--- src/rtl/fxp_conv_arbiter.sv ---
// Round-robin arbiter feeding one shared two-stage fixed-point format converter.
// Each emitted word carries the index of the requester it came from.
module fxp_conv_arbiter #(
  parameter int N_REQ      = 4,
  parameter int N_INT_IN   = 8,
  parameter int N_MANT_IN  = 23,
  parameter int N_INT_OUT  = 8,
  parameter int N_MANT_OUT = 23,
  parameter bit SATURATE   = 1'b1,
  localparam int W_IN  = N_INT_IN + N_MANT_IN + 1,
  localparam int W_OUT = N_INT_OUT + N_MANT_OUT + 1,
  localparam int IDW   = $clog2(N_REQ)
) (
  input  logic                   clk,
  input  logic                   rst,
  input  logic [N_REQ-1:0]       in_valid,
  output logic [N_REQ-1:0]       in_ready,
  input  logic [N_REQ*W_IN-1:0]  in_data,
  output logic                   out_valid,
  input  logic                   out_ready,
  output logic [W_OUT-1:0]       out_data,
  output logic [IDW-1:0]         out_id,
  output logic                   out_ovf,
  output logic                   ovf_sticky
);

  localparam int unsigned NR = N_REQ;
  localparam int D  = N_MANT_OUT - N_MANT_IN;
  localparam int SL = (D > 0) ? D : 0;
  localparam int SR = (D < 0) ? -D - 1 : 0;
  // Headroom covers the full left-shifted input as well as the rounding increment.
  localparam int WI = (((W_IN + SL) > W_OUT) ? (W_IN + SL) : W_OUT) + 2;
  localparam logic signed [WI-1:0] ONE  = WI'(1);
  localparam logic signed [WI-1:0] MAXV = (ONE <<< (W_OUT - 1)) - ONE;
  localparam logic signed [WI-1:0] MINV = ~MAXV;

  logic              s1_valid_q;
  logic [W_IN-1:0]   s1_data_q;
  logic [IDW-1:0]    s1_id_q;
  logic [IDW-1:0]    last_q;
  logic              out_valid_q;
  logic [W_OUT-1:0]  out_data_q;
  logic [IDW-1:0]    out_id_q;
  logic              out_ovf_q;
  logic              ovf_sticky_q;

  logic              adv1, adv2, take;
  logic              grant_found_d;
  logic [IDW-1:0]    grant_d;
  int unsigned       cand;
  logic signed [WI-1:0] x, r, y;
  logic [W_OUT-1:0]  conv_d;
  logic              ovf_d;

  assign adv2 = !out_valid_q || out_ready;
  assign adv1 = !s1_valid_q || adv2;
  assign take = grant_found_d && adv1;

  always_comb begin
    grant_found_d = 1'b0;
    grant_d       = '0;
    cand          = 0;
    for (int unsigned k = 1; k <= NR; k++) begin
      cand = (32'(last_q) + k) % NR;
      if (!grant_found_d && in_valid[IDW'(cand)]) begin
        grant_found_d = 1'b1;
        grant_d       = IDW'(cand);
      end
    end
  end

  always_comb begin
    in_ready = '0;
    if (take) in_ready[grant_d] = 1'b1;
  end

  always_comb begin
    x = {{(WI - W_IN){s1_data_q[W_IN-1]}}, s1_data_q};
    r = '0;
    if (D > 0) begin
      y = x <<< SL;
    end else if (D < 0) begin
      // Round half up: drop all but one guard bit, add one, drop the guard bit.
      r = (x >>> SR) + ONE;
      y = r >>> 1;
    end else begin
      y = x;
    end
    ovf_d = (y > MAXV) || (y < MINV);
    if (SATURATE && (y > MAXV))      conv_d = MAXV[W_OUT-1:0];
    else if (SATURATE && (y < MINV)) conv_d = MINV[W_OUT-1:0];
    else                             conv_d = y[W_OUT-1:0];
  end

  always_ff @(posedge clk) begin
    if (rst) begin
      s1_valid_q   <= 1'b0;
      s1_data_q    <= '0;
      s1_id_q      <= '0;
      last_q       <= IDW'(NR - 1);
      out_valid_q  <= 1'b0;
      out_data_q   <= '0;
      out_id_q     <= '0;
      out_ovf_q    <= 1'b0;
      ovf_sticky_q <= 1'b0;
    end else begin
      if (adv1) begin
        s1_valid_q <= take;
        if (take) begin
          s1_data_q <= in_data[32'(grant_d) * W_IN +: W_IN];
          s1_id_q   <= grant_d;
          last_q    <= grant_d;
        end
      end
      if (adv2) begin
        out_valid_q <= s1_valid_q;
        if (s1_valid_q) begin
          out_data_q <= conv_d;
          out_id_q   <= s1_id_q;
          out_ovf_q  <= ovf_d;
        end
      end
      if (out_valid_q && out_ready && out_ovf_q) ovf_sticky_q <= 1'b1;
    end
  end

  assign out_valid  = out_valid_q;
  assign out_data   = out_data_q;
  assign out_id     = out_id_q;
  assign out_ovf    = out_ovf_q;
  assign ovf_sticky = ovf_sticky_q;

endmodule

--- config.mk ---
export PLATFORM = sky130hd
export DESIGN_NAME = fxp_conv_arbiter
export DESIGN_NICKNAME = d
export VERILOG_FILES = /design/src/rtl/fxp_conv_arbiter.sv
export SDC_FILE = /design/constraint.sdc
export NUM_CORES = 1
export LEC_CHECK = 0
export BUFFER_PORTS_ARGS = -buffer_cell sky130_fd_sc_hd__buf_2
export CAP_MARGIN = 20
export CORE_UTILIZATION = 50
export DETAILED_ROUTE_END_ITERATION = 8
export HOLD_SLACK_MARGIN = 0.1
export PLACE_DENSITY = 0.94
export SETUP_SLACK_MARGIN = 0.15
export SYNTH_ARGS = -nofsm -noshare
export SYNTH_HDL_FRONTEND = slang
export SYNTH_SLANG_ARGS = --single-unit
--- constraint.sdc ---
create_clock -name clk -period 3.65 [get_ports clk]
set_input_delay 0.73 -clock clk [delete_from_list [all_inputs] [get_ports clk]]
set_output_delay 0.73 -clock clk [all_outputs]
set_load 0.01 [all_outputs]
==> results of run 1 <==
-- worst min-delay path by stage --
stage | start | end | cells after the start
floorplan | s1_data_q[0] | out_data[0] | 2
global placement | s1_data_q[9] | out_data[9] | 2
detailed placement | s1_data_q[4] | out_data[4] | 2
CTS | s1_data_q[5] | out_data[5] | 2
global route | s1_data_q[4] | out_data[4] | 2
finish | s1_data_q[4] | out_data[4] | 2
-- cells by family (layout without fill, tap and decap cells) --
family | after synthesis | in the layout | synth area share, %
AO/OA/AOI/OAI | 78 | 78 | 20.4
buffers and inverters | 30 | 198 | 4.91
flip-flops | 74 | 74 | 41.3
multiplexers | 64 | 64 | 17.8
AND/OR/NAND/NOR | 135 | 135 | 15.6
-- placed cells by master, fill, tap and decap left out, types with 2 or more instances in the layout --
cell / count
clkbuf_8: 11
nor2_1: 9
buf_4: 6
nand2b_1: 5
nor3_1: 5
o221ai_1: 2
bufinv_16: 2
nor4_1: 2
dfxtp_1: 74
clkinvlp_4: 2
mux2i_1: 64
nand2_1: 105
o221ai_2: 30
buf_2: 175
a21oi_1: 39
-- layout make-up --
type | count | area [µm²]
Clock buffer | 11 | 151
Clock inverter | 4 | 75.1
Fill cell | 543 | 2140
Inverter | 1 | 3.75
Multi-Input combinational cell | 277 | 1950
Sequential cell | 74 | 1480
Tap cell | 96 | 120
Timing Repair Buffer | 182 | 948
-- where the power goes --
| group | total (mW) | internal (mW) | switching (mW) |
|---|---|---|---|
| combinational | 0.494 | 0.233 | 0.261 |
| clock | 0.701 | 0.418 | 0.283 |
| sequential | 0.942 | 0.894 | 0.0480 |
-- worst min-delay path: stages (launching register included) --
cell and delay (ps):
dfxtp_1 310, nand2_1 50, a21oi_1 50
-- flip-flops by register name, indices dropped and copies added, names as in the netlist --
name / cells
out_data: 32
s1_data_q: 32
last_q: 2
out_id: 2
s1_id_q: 2
out_ovf: 1
out_valid: 1
ovf_sticky: 1
s1_valid_q: 1
-- through the flow --
stage | utilization, % | std cells | total power [mW] | cell area (µm²)
floorplan | - | 381 | 1.29 | 3590
global placement | 65.2 | 629 | 1.42 | 4480
detailed placement | 65.6 | 630 | 1.46 | 4500
CTS | 68.9 | 645 | 2.16 | 4730
global route | 68.9 | 645 | 2.25 | 4730
finish | 68.9 | 645 | 2.14 | 4730
-- routing by layer --
layer  part of all wire (%)  vias up  routed length (µm)  global-route usage, %
li1                       -     1682                   -                      -
met1                     39     1549                3700                   25.9
met2                     52      152                4910                   49.6
met3                    6.7       20                 629                   5.71
met4                    2.1        0                 200                   13.3
met5                      0        -                   0                      0
==> results.md, run 1 <==
- Status: finished clean
- DP HPWL: roughly 7000 µm
- CP delay by family, top: simple AND/OR/NAND/NOR gates
- Worst-path clk slew: approximately 70 ps
- Clk_lat worst skew: 330 ps
- First-pass GRT wire length: 14800 µm
- Synth top area share: roughly two fifths
- Synth warn: 0
- Setup bufs post-CTS: 0
- Worst Hold Class: flip-flop to flip-flop
- CTS tree: built
- RSZ-0062 raised after global routing: no
- DRC errors left: 0
- Syn-to-layout area delta: 31.8%
- Synth top area cells: dfxtp_1 41%, mux2i_1 18%, o221ai_2 13%
- Critical path class: input port to primary output
- Critical-path cell list: buf_2, nor2_1, nor3_1, nor3_1, nor3_1, buf_2
- Die X: just under 90 µm
- Most frequent cell after synthesis: nand2_1
- F_max: 365 MHz
- Number of setup violations in the final report: 0
- R2r endpoint: s1_data_q[18]
- Fraction of layout cells with a size suffix above 1: between 40% and 50%
- FF-to-FF setup slack: 1550 ps
- # H-tree levels: 3
- Buffers added on ports: about 180
- Routability cong.: 0.841
- Number of flops mapped to enable cells by yosys: 0
- CTS sink cnt: 74
- Register-to-Register Path Depth: 5
- Slew @ Worst Pin: about 660 ps
- Min Tclk post-route: 2740 ps
- Post-synth ARST share: 0%
- Hold_ws: around 450 ps
- Pwr Density: about 450 nW/µm²
- Largest area contributor in the netlist: dfxtp_1
- Relative slew slack: between 50 and 60%
- Gr ovfl total: 0
- GRT Util Overall: about a quarter
- Final WL: between 9000 and 10000 µm
- Starting Density: between 50% and 60%
- CTS resizes: 0
- Worst stage delay on the critical path: 520 ps
- End of the critical path: in_ready[1]
- Layout Nets: just under 700
- Leak Pwr: approximately 2.1 nW
- Clock buffer depth: 2
- Max-cap viol count: 0
- ANT cells: 0
- Syn_area_per_cell: about 9.4 µm²
- Setup crit start: in_valid[1]
- Vias: 3403
- Post-synth top cells: 105 x nand2_1, 74 x dfxtp_1, 64 x mux2i_1
- CP dominant cell by count: nor3_1
- Fin. max-slew vios: 0
- Sequential element share of the synthesized area: 41.3%
- Hold buffer count at cts: 0
- Ys flop type: dfxtp_1
- CP Depth: 6
- Largest net degree at the start of global routing: 42
- IO Pins: approximately 180
- Crit share post-route: 75.0%
- Required time of the critical path: between 2000 and 3000 ps
- Setup TNS: 0 ps
- Netlist cell types: 31
- Cell Rows: 30
- Syn_nets: about 520
- FF-to-FF Start: last_q[0]
- Peak VDD IR: ~0.23 mV
- Hold Vio Cnt, Final: 0
- Clk_skew: around 10 ps
- Synth Instances: roughly 380
- Setup crit start kind: input port
- Mapped cell area: around 3600 µm²
- CTS Root Buffer Type: clkbuf_8
- Core area: about 7000 µm²
- Number of CTS-inserted buffers: 9
- Worst-path maximum fanout: 7
- Detailed Route Iter0 Violations: 114
- Final WS setup: between 900 and 1000 ps
- Setup crit end kind: primary output
- Routed vias/inst: ~5.3
- Crit path arrival time: ~2000 ps
- Detailed-route wire length per cell: 14.6 µm
- WP buf/inv: 2
- Initial antenna violation count: 0
- Chip height: 86.7 µm
- #FFs+latches synth: 74
- Slowest CP cell: nor3_1
- Die Footprint: about 7500 µm²
- Post-placement setup slack: 926 ps
- DR pass1 iterations: 6
- Antenna viol nets, final: 0
- Vias in the first global route: approximately 3400
Power figures use the tool's default switching activity.
==> inputs of run 2 (changes only) <==
CORE_UTILIZATION = 46   (was 50)
PLACE_DENSITY = 0.88   (was 0.94)
clock period = 2.69 ns   (was 3.65 ns; I/O delays follow)
==> results.md, run 2 (synthesis results as in run 1) <==
- DR pass1 iterations: 4
- Worst Hold Class: flip-flop to flip-flop
- CTS Root Buffer Type: clkbuf_8
- DRC errors left: 0
- Pwr Density: 589 nW/µm²
- Worst-path clk slew: 70 ps
- Buffers added on ports: roughly 180
- Vias in the first global route: 3501
- Hold_ws: 454 ps
- Worst stage delay on the critical path: ~400 ps
- F_max: between 400 and 500 MHz
- Chip height: ~90 µm
- Setup TNS: 0 ps
- Slew @ Worst Pin: between 1000 and 1500 ps
- Final WL: between 9000 and 10000 µm
- Critical path class: flip-flop to primary output
- CTS sink cnt: 74
- Commonest cells after routing, fill and taps aside: 175 x buf_2, 105 x nand2_1, 74 x dfxtp_1
- Vias: roughly 3500
- Slowest CP cell: dfxtp_1
- Required time of the critical path: between 2000 and 2500 ps
- Die Footprint: slightly above 8000 µm²
- Routed vias/inst: between 5 and 6
- Crit path arrival time: 1820 ps
- Critical-path cell list: nand2b_1, a21boi_2, or3_1, nor3_1, buf_2
- Leak Pwr: about 2.1 nW
- Detailed-route wire length per cell: ~15 µm
- Relative slew slack: just over 30%
- Min Tclk post-route: between 2000 and 2500 ps
- Max-cap viol count: 0
- Number of CTS-inserted buffers: 9
- Initial antenna violation count: 0
- Cell Rows: 31
- FF-to-FF setup slack: ~500 ps
- Setup crit end kind: primary output
- Routability cong.: 0.818
- Fraction of layout cells with a size suffix above 1: between 40% and 50%
- Syn-to-layout area delta: 31.4%
- Crit share post-route: ~88%
- CTS resizes: 0
- Number of setup violations in the final report: 0
- Fillers: just over 600
- Die X: 90.3 µm
- RSZ-0062 raised after global routing: no
- Antenna viol nets, final: 0
- CTS tree: built
- Commonest non-fill, non-tap cell in the layout: buf_2
- Clk_lat worst skew: between 300 and 400 ps
- Largest net degree at the start of global routing: 42
- Worst-path maximum fanout: 5
- Clock buffer depth: 2
- Starting Density: roughly half
- # H-tree levels: 3
- Layout Nets: around 700
- Hold buffer count at cts: 0
- Core area: between 7000 and 8000 µm²
- Setup bufs post-CTS: 0
- ANT cells: 0
- GRT Util Overall: between 20 and 25%
- DP HPWL: around 7300 µm
- Detailed Route Iter0 Violations: ~130
- Hold Vio Cnt, Final: 0
- Fin. max-slew vios: 0
- Clk_skew: 7.68 ps
- Setup crit start kind: flip-flop
- Peak VDD IR: around 0.28 mV
- IO Pins: between 150 and 200
- Gr ovfl total: 0
- Status: finished clean
- First-pass GRT wire length: roughly 16000 µm
==> run 2: cell types whose count changed in the layout (fill, tap and decap cells not counted), sizes merged <==
| cell | before | now |
|---|---|---|
| buf | 182 | 184 |
| clkinv | 0 | 2 |
| bufinv | 2 | 1 |
| clkinvlp | 2 | 0 |
| clkbuf | 11 | 13 |
==> run 2: layer usage <==
layer  vias up  global-route usage, %  wire length, µm
met5         -                      0                0
met4         0                   11.0              172
met3        20                   4.88              585
met2       172                   46.0             5100
met1      1628                   26.9             4020
li1       1687                      -                -
==> run 2: worst paths after layout <==
path | endpoint | start | cells after the start
hold reg to reg | out_data[3] | out_data[3] | 2
hold / removal | out_data[3] | out_data[3] | 2
setup reg to reg | s1_data_q[31] | last_q[0] | 5
setup / recovery | in_ready[0] | last_q[0] | 5
==> run 2: report_power, final <==
group	internal [mW]	switching, mW	leakage, nW	total (mW)
combinational	0.327	0.369	1.44	0.696
sequential	1.21	0.0649	0.609	1.28
clock	0.428	0.376	0.0914	0.804
total	1.97	0.810	2.14	2.78
==> run 2: stage by stage <==
step | utilization (%) | power (mW) | instance area, µm² | cells | worst slack, ps
6_report | 63.7 | 2.78 | 4720 | 651 | 333
5_1_grt | 63.7 | 2.91 | 4720 | 651 | 209
4_1_cts | 63.7 | 2.80 | 4720 | 651 | 321
3_5_place_dp | 61.3 | 2.00 | 4540 | 635 | 262
3_3_place_gp | 61.3 | 1.96 | 4540 | 635 | 334
2_1_floorplan | - | 1.76 | 3590 | 381 | 556
==> run 2: worst max-delay path, delay by kind of cell, from the launching register on <==
family	cells	cell delay, ps
AO/OA/AOI/OAI	1	140
buffers and inverters	1	150
flip-flops	1	390
AND/OR/NAND/NOR	3	820
==> run 2: cell type report <==
cell class	instances	area, µm²	area share (%)
Timing Repair Buffer	184	981	20.8
Multi-Input combinational cell	277	1950	41.3
Sequential cell	74	1480	31.4
Tap cell	99	124	2.63
Inverter	1	3.75	0.0796
Clock inverter	3	40.0	0.849
Clock buffer	13	139	2.94
==> inputs of run 3 (changes only) <==
PLACE_DENSITY = 0.8   (was 0.88)
==> results.md, run 3 (synthesis results as in run 1) <==
- Number of setup violations in the final report: 0
- Die X: around 90 µm
- Final WL: approximately 9400 µm
- Buffers added on ports: 175
- Pint: approximately 2.0 mW
- DR pass1 iterations: 4
- Core area: around 7400 µm²
- Pwr Density: 593 nW/µm²
- Vias in the first global route: between 3000 and 4000
- Fillers: about 640
- Critical path class: input port to primary output
- GRT Util Overall: 23.7%
- Peak VDD IR: approximately 0.33 mV
- Commonest cells after routing, fill and taps aside: 175 x buf_2, 105 x nand2_1, 74 x dfxtp_1
- F_max: between 400 and 500 MHz
- RSZ-0062 raised after global routing: no
- Worst-path maximum fanout: 7
- Vias: approximately 3500
- Setup crit start kind: input port
- Routability cong.: roughly 0.90
- Setup bufs post-CTS: 0
- Syn-to-layout area delta: 32.2%
- Hold_ws: 451 ps
- CTS tree: built
- Met3 Use GR: a little under 7%
- Detailed-route wire length per cell: 14.5 µm
- Largest net degree at the start of global routing: 42
- Relative slew slack: between 50% and 60%
- Clk_lat worst skew: roughly 330 ps
- Leak Pwr: 2.15 nW
- Number of CTS-inserted buffers: 9
- Clk_skew: 3.50 ps
- Crit path arrival time: 1800 ps
- Status: finished clean
- Final WS setup: around 350 ps
- Total power: between 2 and 3 mW
- Crit share post-route: around 87%
- Max-cap viol count: 0
- Sw Pwr: 793 µW
- Slew @ Worst Pin: approximately 700 ps
- Routed vias/inst: approximately 5.3
- Clock buffer depth: 2
- Layout Nets: about 680
- CTS sink cnt: 74
- Worst Hold Class: flip-flop to flip-flop
- Detailed Route Iter0 Violations: 133
- Clk network pwr share: 30.2%
- Die Footprint: 8160 µm²
- Cell Rows: 31
- Hold path depth: 2
- Post-route core utilization: ~64%
- Commonest non-fill, non-tap cell in the layout: buf_2
- Hold buffer count at cts: 0
- Gr ovfl total: 0
- Most Crowded Layer GR: met2
- Required time of the critical path: 2150 ps
- Post-placement setup slack: approximately 370 ps
- CTS Root Buffer Type: clkbuf_8
- Switching share of power: between 20 and 30%
- CTS resizes: 0
- Hold Vio Cnt, Final: 0
- First-pass GRT wire length: about 16000 µm
- DP HPWL: around 7000 µm
- Initial antenna violation count: 0
- ANT cells: 0
- DRC errors left: 0
- Fraction of layout cells with a size suffix above 1: 42.1%
- Min Tclk post-route: ~2300 ps
- Setup TNS: 0 ps
- GRT met2 Usage: about two fifths
- Fin. max-slew vios: 0
- Part of the power in registers: around 45%
- Antenna viol nets, final: 0
- Gate power share: 24.4%
- Met1 usage in global routing: 26.9%
- Chip height: 90.3 µm
- Setup crit end kind: primary output
- Worst-path clk slew: roughly 70 ps
- Starting Density: about half
- # H-tree levels: 3
- Register-to-Register Path Depth: 5
- IO Pins: between 150 and 200
-- run 3: cell types whose count changed in the layout (fill, tap and decap cells not counted), sizes merged --
cell / previous run / this run
buf: 184 / 185
clkbuf: 13 / 14
clkinv: 2 / 1
-- run 3: final cells by class --
cell class | count | area (µm²) | area share, %
Clock buffer | 14 | 163 | 3.43
Clock inverter | 2 | 35.0 | 0.738
Inverter | 1 | 3.75 | 0.0791
Multi-Input combinational cell | 277 | 1950 | 41.1
Sequential cell | 74 | 1480 | 31.2
Tap cell | 99 | 124 | 2.61
Timing Repair Buffer | 185 | 988 | 20.8
-- run 3: worst paths after layout --
path | endpoint | slack [ps] | start
hold reg to reg | out_data[25] | 450 | out_data[25]
hold / removal | out_data[25] | 450 | out_data[25]
setup / recovery | in_ready[1] | 350 | in_valid[1]
setup reg to reg | s1_data_q[30] | 770 | last_q[0]
-- run 3: power by group through the flow --
| stage | sequential [mW] | combinational [mW] | clock (mW) |
|---|---|---|---|
| final | 1.28 | 0.686 | 0.851 |
| after detailed placement | 1.30 | 0.693 | 0 |
| after floorplan | 1.30 | 0.455 | 0 |
| after CTS | 1.28 | 0.694 | 0.872 |
| after global placement | 1.30 | 0.672 | 0 |
| after global routing | 1.29 | 0.747 | 0.926 |
-- run 3: metal layers --
layer | up-vias | wire length, µm
met4 | 0 | 241
li1 | 1697 | -
met5 | - | 0
met3 | 19 | 788
met2 | 154 | 4560
met1 | 1582 | 3850
-- run 3: critical path, stage by stage --
cell and delay [ps]:
buf_2 140, nor2_1 80, nor3_1 520, nor3_1 160, nor3_1 200, buf_2 150
-- run 3: metrics by stage --
stage / std cells / cell area, µm²
after detailed placement: 636 / 4550
after CTS: 652 / 4740
after global routing: 652 / 4740
after global placement: 636 / 4550
after floorplan: 381 / 3590
final: 652 / 4740
